$ cat src/rtl/wash_pkg.sv
// Shared types and phase-sequencing constants for the washing-machine program sequencer.
package wash_pkg;

    typedef enum logic [2:0] {
        ST_IDLE   = 3'd0,
        ST_ARM    = 3'd1,
        ST_RUN    = 3'd2,
        ST_HOLD   = 3'd3,
        ST_FINISH = 3'd4
    } state_e;

    typedef enum logic [2:0] {
        PH_FILL   = 3'd0,
        PH_WASH   = 3'd1,
        PH_DRAIN  = 3'd2,
        PH_RFILL  = 3'd3,
        PH_RINSE  = 3'd4,
        PH_RDRAIN = 3'd5,
        PH_SPIN   = 3'd6,
        PH_ADRAIN = 3'd7
    } phase_e;

    typedef struct packed {
        logic valve_in;
        logic pump;
        logic motor;
        logic motor_fast;
    } act_t;

    localparam act_t ACT_OFF = '0;

    // Fixed points of the program: entry, rinse-loop entry/re-entry, and the two terminal phases.
    localparam phase_e PH_FIRST       = PH_FILL;
    localparam phase_e PH_AFTER_DRAIN = PH_RFILL;
    localparam phase_e PH_LOOP_BACK   = PH_RFILL;
    localparam phase_e PH_LAST        = PH_SPIN;
    localparam phase_e PH_ABORT       = PH_ADRAIN;

    function automatic logic phase_is_last(input phase_e p);
        return (p == PH_LAST) || (p == PH_ABORT);
    endfunction

endpackage

$ cat src/rtl/wash_phase_sel.sv
// Combinational phase decode: successor phase, timer duration and actuator enables.
module wash_phase_sel
    import wash_pkg::*;
#(
    parameter int WIDTH = 16
) (
    input  phase_e             phase,
    input  logic [2:0]         rinse_left,
    input  logic [WIDTH-1:0]   dur_fill,
    input  logic [WIDTH-1:0]   dur_wash,
    input  logic [WIDTH-1:0]   dur_drain,
    input  logic [WIDTH-1:0]   dur_rinse,
    input  logic [WIDTH-1:0]   dur_spin,
    output phase_e             next_phase,
    output logic [WIDTH-1:0]   dur,
    output act_t               act
);

    // NOTE: every output gets a default before the case so no path can infer a latch.
    always_comb begin
        next_phase = phase;
        dur        = '0;
        act        = ACT_OFF;
        case (phase)
            PH_FILL: begin
                next_phase   = PH_WASH;
                dur          = dur_fill;
                act.valve_in = 1'b1;
            end
            PH_WASH: begin
                next_phase = PH_DRAIN;
                dur        = dur_wash;
                act.motor  = 1'b1;
            end
            PH_DRAIN: begin
                next_phase = PH_AFTER_DRAIN;
                dur        = dur_drain;
                act.pump   = 1'b1;
            end
            PH_RFILL: begin
                next_phase   = PH_RINSE;
                dur          = dur_fill;
                act.valve_in = 1'b1;
            end
            PH_RINSE: begin
                next_phase = PH_RDRAIN;
                dur        = dur_rinse;
                act.motor  = 1'b1;
            end
            PH_RDRAIN: begin
                // The counter is decremented on this transition, so loop back only if more than one remains.
                next_phase = (rinse_left > 3'd1) ? PH_LOOP_BACK : PH_LAST;
                dur        = dur_drain;
                act.pump   = 1'b1;
            end
            PH_SPIN: begin
                dur            = dur_spin;
                act.pump       = 1'b1;
                act.motor      = 1'b1;
                act.motor_fast = 1'b1;
            end
            PH_ADRAIN: begin
                dur      = dur_drain;
                act.pump = 1'b1;
            end
            default: ;
        endcase
    end

endmodule

$ cat src/rtl/wash_sequencer.sv
// Washing-machine program sequencer: walks fill/wash/drain/rinse/spin, timing each phase
// through the shared interval timer. Outputs are decoded only from the state/phase registers.
module wash_sequencer
    import wash_pkg::*;
#(
    parameter int WIDTH  = 16,
    parameter int RINSES = 2
) (
    input  logic             clk,
    input  logic             rst_n,
    input  logic             start,
    input  logic             pause,
    input  logic             abort,
    input  logic [WIDTH-1:0] dur_fill,
    input  logic [WIDTH-1:0] dur_wash,
    input  logic [WIDTH-1:0] dur_drain,
    input  logic [WIDTH-1:0] dur_rinse,
    input  logic [WIDTH-1:0] dur_spin,
    output logic [WIDTH-1:0] tmr_set,
    output logic             tmr_load,
    input  logic             tmr_irq,
    output logic             valve_in,
    output logic             pump,
    output logic             motor,
    output logic             motor_fast,
    output logic             door_lock,
    output logic             busy,
    output logic             done,
    output logic             aborted,
    output logic [2:0]       phase,
    output logic [2:0]       rinse_left
);

    localparam logic [2:0] RINSE_LOAD = 3'(RINSES);

    state_e     state_q, state_d;
    phase_e     phase_q, phase_d;
    logic [2:0] rinse_left_q, rinse_left_d;
    logic       aborted_q, aborted_d;

    phase_e           next_phase;
    logic [WIDTH-1:0] sel_dur;
    act_t             sel_act;
    logic             abort_take;
    logic             act_on;

    wash_phase_sel #(.WIDTH(WIDTH)) u_sel (
        .phase      (phase_q),
        .rinse_left (rinse_left_q),
        .dur_fill   (dur_fill),
        .dur_wash   (dur_wash),
        .dur_drain  (dur_drain),
        .dur_rinse  (dur_rinse),
        .dur_spin   (dur_spin),
        .next_phase (next_phase),
        .dur        (sel_dur),
        .act        (sel_act)
    );

    assign abort_take = abort && (phase_q != PH_ABORT) &&
                        (state_q inside {ST_ARM, ST_RUN, ST_HOLD});

    always_comb begin
        state_d      = state_q;
        phase_d      = phase_q;
        rinse_left_d = rinse_left_q;
        aborted_d    = aborted_q;
        case (state_q)
            ST_IDLE: begin
                if (start) begin
                    state_d      = ST_ARM;
                    phase_d      = PH_FIRST;
                    rinse_left_d = RINSE_LOAD;
                    aborted_d    = 1'b0;
                end
            end
            ST_ARM:    state_d = ST_RUN;
            ST_RUN: begin
                if (tmr_irq) begin
                    if (phase_is_last(phase_q)) begin
                        state_d = ST_FINISH;
                    end else begin
                        phase_d = next_phase;
                        if (phase_q == PH_RDRAIN) rinse_left_d = rinse_left_q - 3'd1;
                        state_d = pause ? ST_HOLD : ST_ARM;
                    end
                end
            end
            ST_HOLD:   if (!pause) state_d = ST_ARM;
            ST_FINISH: state_d = ST_IDLE;
            default:   state_d = ST_IDLE;
        endcase
        // Abort overrides whatever the phase logic above decided this cycle.
        if (abort_take) begin
            state_d      = ST_ARM;
            phase_d      = PH_ABORT;
            rinse_left_d = rinse_left_q;
            aborted_d    = 1'b1;
        end
    end

    // NOTE: sequential state uses non-blocking assignments so all flops update from pre-edge values.
    always_ff @(posedge clk or negedge rst_n) begin
        if (!rst_n) begin
            state_q      <= ST_IDLE;
            phase_q      <= PH_FIRST;
            rinse_left_q <= '0;
            aborted_q    <= 1'b0;
        end else begin
            state_q      <= state_d;
            phase_q      <= phase_d;
            rinse_left_q <= rinse_left_d;
            aborted_q    <= aborted_d;
        end
    end

    assign act_on     = (state_q == ST_ARM) || (state_q == ST_RUN);
    assign tmr_load   = (state_q == ST_ARM);
    assign tmr_set    = tmr_load ? sel_dur : '0;
    assign valve_in   = act_on && sel_act.valve_in;
    assign pump       = act_on && sel_act.pump;
    assign motor      = act_on && sel_act.motor;
    assign motor_fast = act_on && sel_act.motor_fast;
    assign door_lock  = act_on || (state_q == ST_HOLD);
    assign busy       = (state_q != ST_IDLE);
    assign done       = (state_q == ST_FINISH);
    assign aborted    = aborted_q;
    assign phase      = phase_q;
    assign rinse_left = rinse_left_q;

endmodule

$ cat config.mk
export PLATFORM = sky130hd
export DESIGN_NAME = wash_sequencer
export DESIGN_NICKNAME = d
export VERILOG_FILES = /design/src/rtl/wash_pkg.sv /design/src/rtl/wash_phase_sel.sv /design/src/rtl/wash_sequencer.sv
export SDC_FILE = /design/constraint.sdc
export NUM_CORES = 1
export LEC_CHECK = 0
export CORE_ASPECT_RATIO = 0.7
export CORE_UTILIZATION = 30
export DETAILED_ROUTE_END_ITERATION = 6
export PLACE_DENSITY = 0.66
export SYNTH_ARGS = -nofsm -noshare
export SYNTH_HDL_FRONTEND = slang
export SYNTH_HIERARCHICAL = 1
export SYNTH_SLANG_ARGS = --single-unit
$ cat constraint.sdc
create_clock -name clk -period 3 [get_ports clk]
set_input_delay 0.9 -clock clk [delete_from_list [all_inputs] [get_ports clk]]
set_output_delay 0.9 -clock clk [all_outputs]
set_load 0.1 [all_outputs]
## Yosys cells after proc, flatten, opt, wreduce, memory -nomap -nowiden

Cells that the tools add are included.

- Logic and storage cells: 81
- Register bits: 10
- Bits of input ports: 86
- Output and inout port bits: 31

- Bitwise operators: 1
- Magnitude comparators: 1
- $add $sub $neg: 1
- Reduce and logical (&&, ||, !) cells: 25
- Muxes and demuxes: 28
- Equality and inequality tests: 21

Operator list:

| kind | number |
|---|---|
| case mux 16 bit (5 select lines) | 1 |
| two-way mux 3 bit | 14 |
| case mux 3 bit (6 select lines) | 1 |
| two-way mux 16 bit | 1 |
| equality test 3 bit, second input constant | 5 |
| inequality test 3 bit, second input constant | 5 |
| equality test 3 x 2 -> 1 bit, second input constant | 4 |
| case mux 3 bit (2 select lines) | 2 |
| case mux 3 bit (4 select lines) | 1 |
| nonzero test 3 bit | 3 |
| inequality test 2 bit, second input constant | 4 |
| inequality test 8 x 3 -> 1 bit, second input constant | 1 |
| two-way mux 1 bit | 7 |
| equality test 3 x 1 -> 1 bit, second input constant | 2 |
| logical AND 1 bit | 6 |
| logical NOT 3 bit | 2 |
| AND reduction 6 bit | 1 |
| nonzero test 2 bit | 3 |
| OR reduction 3 bit | 2 |
| AND reduction 5 bit | 1 |
| OR reduction 4 bit | 1 |
| > comparator 3 x 1 -> 1 bit, second input constant | 1 |
| logical OR 1 bit | 3 |
| AND reduction 3 bit | 1 |
| 5 further kinds | 5 |

## Longest topological paths before layout

- Depth after elaboration: 7
- Depth in mapped cells: 7
- Mapped depth without buffers: 5

## Cells and area by module

Netlist, hierarchy kept.

Modules (own cells, without submodules):

| module | sequential area each (um^2) | area an instance (um^2) | times used | cells each |
|---|---|---|---|---|
| wash_phase_sel | 0.0 | 1,018.5 | 1 | 114 |
| wash_sequencer | 250.2 | 747.0 | 1 | 84 |

## Least setup slack after synthesis

No wires, ideal clock.

- Path kind: register -> output
- Start: reg phase_q[1], in the netlist phase[1]
- End: out tmr_set[14]
- Stages on the path, launching flop included: 8
- Data required time: 2.100 ns
- Path buffers: 3
- Setup slack: -0.647 ns
- Arrival: 2.747 ns
- Cells stage by stage: dfrtp_1 > buf_2 > buf_6 > nor2_1 > nand2_1 > buf_4 > a2bb2oi_2 > and2_1

- Word-level cells in the longest chain between the ends: 4
- Elaborated cells between the ends (all ways): 12
- Classes of those cells: 7 x eq/ne; 2 x mux; 3 x reduce/logical

Ends and longest elaborated chain:

| what | line | RTL |
|---|---|---|
| from (decl) | wash_sequencer.sv:37 | `phase_e phase_q, phase_d;` |
| from (signal assigned) | wash_sequencer.sv:111 | `phase_q <= phase_d;` |
| equality test 3 bit, or another cell as far along | wash_phase_sel.sv:24 | `case (phase)` |
| OR reduction 3 bit (no source line) or OR reduction 2 bit (tied branches) | -- |  |
| case mux 16 bit (5 select lines) * | wash_phase_sel.sv:24 |  |
| named net sel_dur[14] | wash_sequencer.sv:42 | `logic [WIDTH-1:0] sel_dur;` |
| two-way mux 16 bit * | wash_sequencer.sv:119 | `assign tmr_set = tmr_load ? sel_dur : '0;` |
| to (decl) | wash_sequencer.sv:19 | `output logic [WIDTH-1:0] tmr_set,` |

Mark *: on every way through the listed nets, which the timed path passes. The rest lies on a longest branch.

## Worst setup path after layout

- Start: in dur_rinse[5]
- End: out tmr_set[5]

- Word-level cells in the longest chain between the ends: 2

Ends and longest elaborated chain:

| what | line | RTL |
|---|---|---|
| from (decl) | wash_sequencer.sv:17 | `input logic [WIDTH-1:0] dur_rinse,` |
| case mux 16 bit (5 select lines) | wash_phase_sel.sv:24 |  |
| named net sel_dur[5] | wash_sequencer.sv:42 |  |
| two-way mux 16 bit | wash_sequencer.sv:119 |  |

The timed path passes the listed nets, and every way through them passes these cells.

==> out/metrics.cfg <==
[die]
start_util=0.324
rows=22
die_h_um=66.2
core_area_sq_um=5450
io_pins=117
die-area_sq_um=6200
dieWidth_um=93.7

[setup_path]
max_stage_delay_ps=450
cp_data_arrival_time_ps=2090
startpoint_type=input pin
worstPathRequired_ps=2100
critPathMaxFanout=1
crit_chain=clkdlybuf4s50_1 -> mux2i_1 -> o22a_1 -> a2bb2oi_2 -> and2_4 -> buf_12
cpLargestDelayFamily=buffers and inverters
path_class=in2out
critical_path_buf_inv_count=2
critPathSlowestCell=clkdlybuf4s50_1
worst_setup_path_end_kind=primary output

[synthesis]
ys_warn_count=6
yosysUniqueCellTypes=40
synth_edf_count=0
synth_flop_cell=dfrtp_1
ys_ff_latch=10
ys_top_cells_by_area=mux2i_1 18%, dfrtp_1 14%, a2bb2oi_2 8.5%
syn_avg_cell_area_sq_um=8.92
syn_nets=285
yosysSeqAreaShare=0.142
synth_top_area_cell=mux2i_1
syn_area_sq_um=1770
yosys.area.top_type_share=0.181
syn_inst=198
async_flop_share=1.00

[route]
vias=2029
routedWlPerCell_um=17.2
postRouteAntennaNets=0
via_per_inst=5.35
drtIter0Drc=113
routed_wl_mm=6.51
drc=0
first_pass_iters=4

[clock_tree]
cts_buffer_depth=2
h-tree-depth=1
root_buffer=clkbuf_8
cts.sink_count=10
cts_tree=done
clk_pin_slew_ps=50
insertion_delay_ps=240
cts_buffers=3
post-cts-setup-buffers=0

[place]
hpwl_mm=4.89
gp_congestion=0.827
port_buffers=116

[cells_and_area]
layout_common_cells=32 x clkdlybuf4s50_1, 32 x mux2i_1, 27 x dlymetal6s2s_1
syn2layout_area_growth_pct=89.4
postLayoutCoreUtil=0.613
num_antenna_cells=0
layout.nets=395
drive_gt1_frac=0.300
n_fill_cell=498

[grt]
grt_pass1_wl_mm=10.3
grt_max_degree=25
antenna_found_initial=0
grt_pass1_vias=2005
grt-ovfl-total=0
grt_use_total=0.213

[run]
maxCapViolCount=0

[sta]
fmax_ghz=0.335
setup_viol=0
slew_headroom=0.666
final.period_utilization=0.995
final-max-slew-violation-count=0
finalHoldViolCount=0
whs_ps=575
rsz0062_at_grt=true
min_period_ps=2990
clock_skew_ps=2.69
worstMarginPinSlew_ps=500
tns_ps=0

[run_status]
outcome=finished, final reports clean

[worst_hold_path]
hp-class=reg2reg

## synth_stat cells (5+ instances only)
| library cell | number |
|---|---|
| a2bb2oi_2 | 10 |
| o221ai_1 | 16 |
| dfrtp_1 | 10 |
| buf_4 | 5 |
| nand2_1 | 8 |
| and2_1 | 22 |
| inv_1 | 6 |
| o22a_1 | 16 |
| mux2i_1 | 32 |
| buf_6 | 5 |
| a2bb2oi_1 | 7 |
| buf_2 | 8 |
| nor2_1 | 6 |
## area by class of cell
cell class              instances  area, sq um  share of cell area
inverters                       6         22.5             0.00674
repair buffers                127         1500               0.449
well taps                      72         90.1              0.0269
multi-input cells             160         1420               0.424
clock buffers                   4         55.1              0.0165
flip-flops and latches         10          256              0.0767
## registers in the layout (all words and copies together) (netlist names)
signal	flops
aborted	1
phase	3
rinse_left	3
state_q	3
## cell families after synthesis
| kind of cell | count (synthesis) | synth area share |
|---|---|---|
| AOI/OAI and AO/OA | 73 | 0.381 |
| and+or+nand+nor | 51 | 0.174 |
| muxes | 34 | 0.194 |
| buffers and inverters | 28 | 0.0971 |
| DFF | 10 | 0.142 |
| xor gates and xnor gates | 1 | 0.00496 |
| adders and majority gates | 1 | 0.00709 |
## layer usage
metal / GRT usage / up-vias / share of wire
li1: - / 988 / -
met3: 0.0575 / 3 / 0.099
met1: 0.300 / 940 / 0.46
met5: 0 / - / 0
met2: 0.331 / 98 / 0.44
met4: 0.0231 / 0 / 0.0014
## stage by stage
stage / instances / area (sq um) / worst slack (ps)
2_1_floorplan: 198 / 1810 / -289
3_3_place_gp: 375 / 3220 / -60.3
3_5_place_dp: 375 / 3220 / -71.6
4_1_cts: 379 / 3250 / 0.0362
5_1_grt: 379 / 3340 / -2.71
6_report: 379 / 3340 / 13.6
## worst reg2reg max path: cells and delay by family, from the launching register on
kind	cells	cell delay [ps]
buffers and inverters	1	240
DFF	1	570
and+or+nand+nor	3	620
AOI/OAI and AO/OA	1	260
## worst paths after layout
check	start	to	slack (ps)	depth (start not counted)
max	dur_rinse[5]	tmr_set[5]	10	6
min	aborted	aborted	580	2
max reg2reg	phase[1]	phase[0]	1180	5
min reg2reg	aborted	aborted	580	2
max in group asynchronous	rst_n	phase[1]	1630	1
min in group asynchronous	rst_n	state_q[1]	990	1
## timing repair
item                                    in CTS  in global routing
endpoints found under the setup margin      16                 16
resized for setup                           34                 32
hold buffers                                 0                  0
pin swaps                                   12                 25
Power is not shown: default switching activity piles up to over one toggle a cycle in this logic, so the estimate is an artifact.
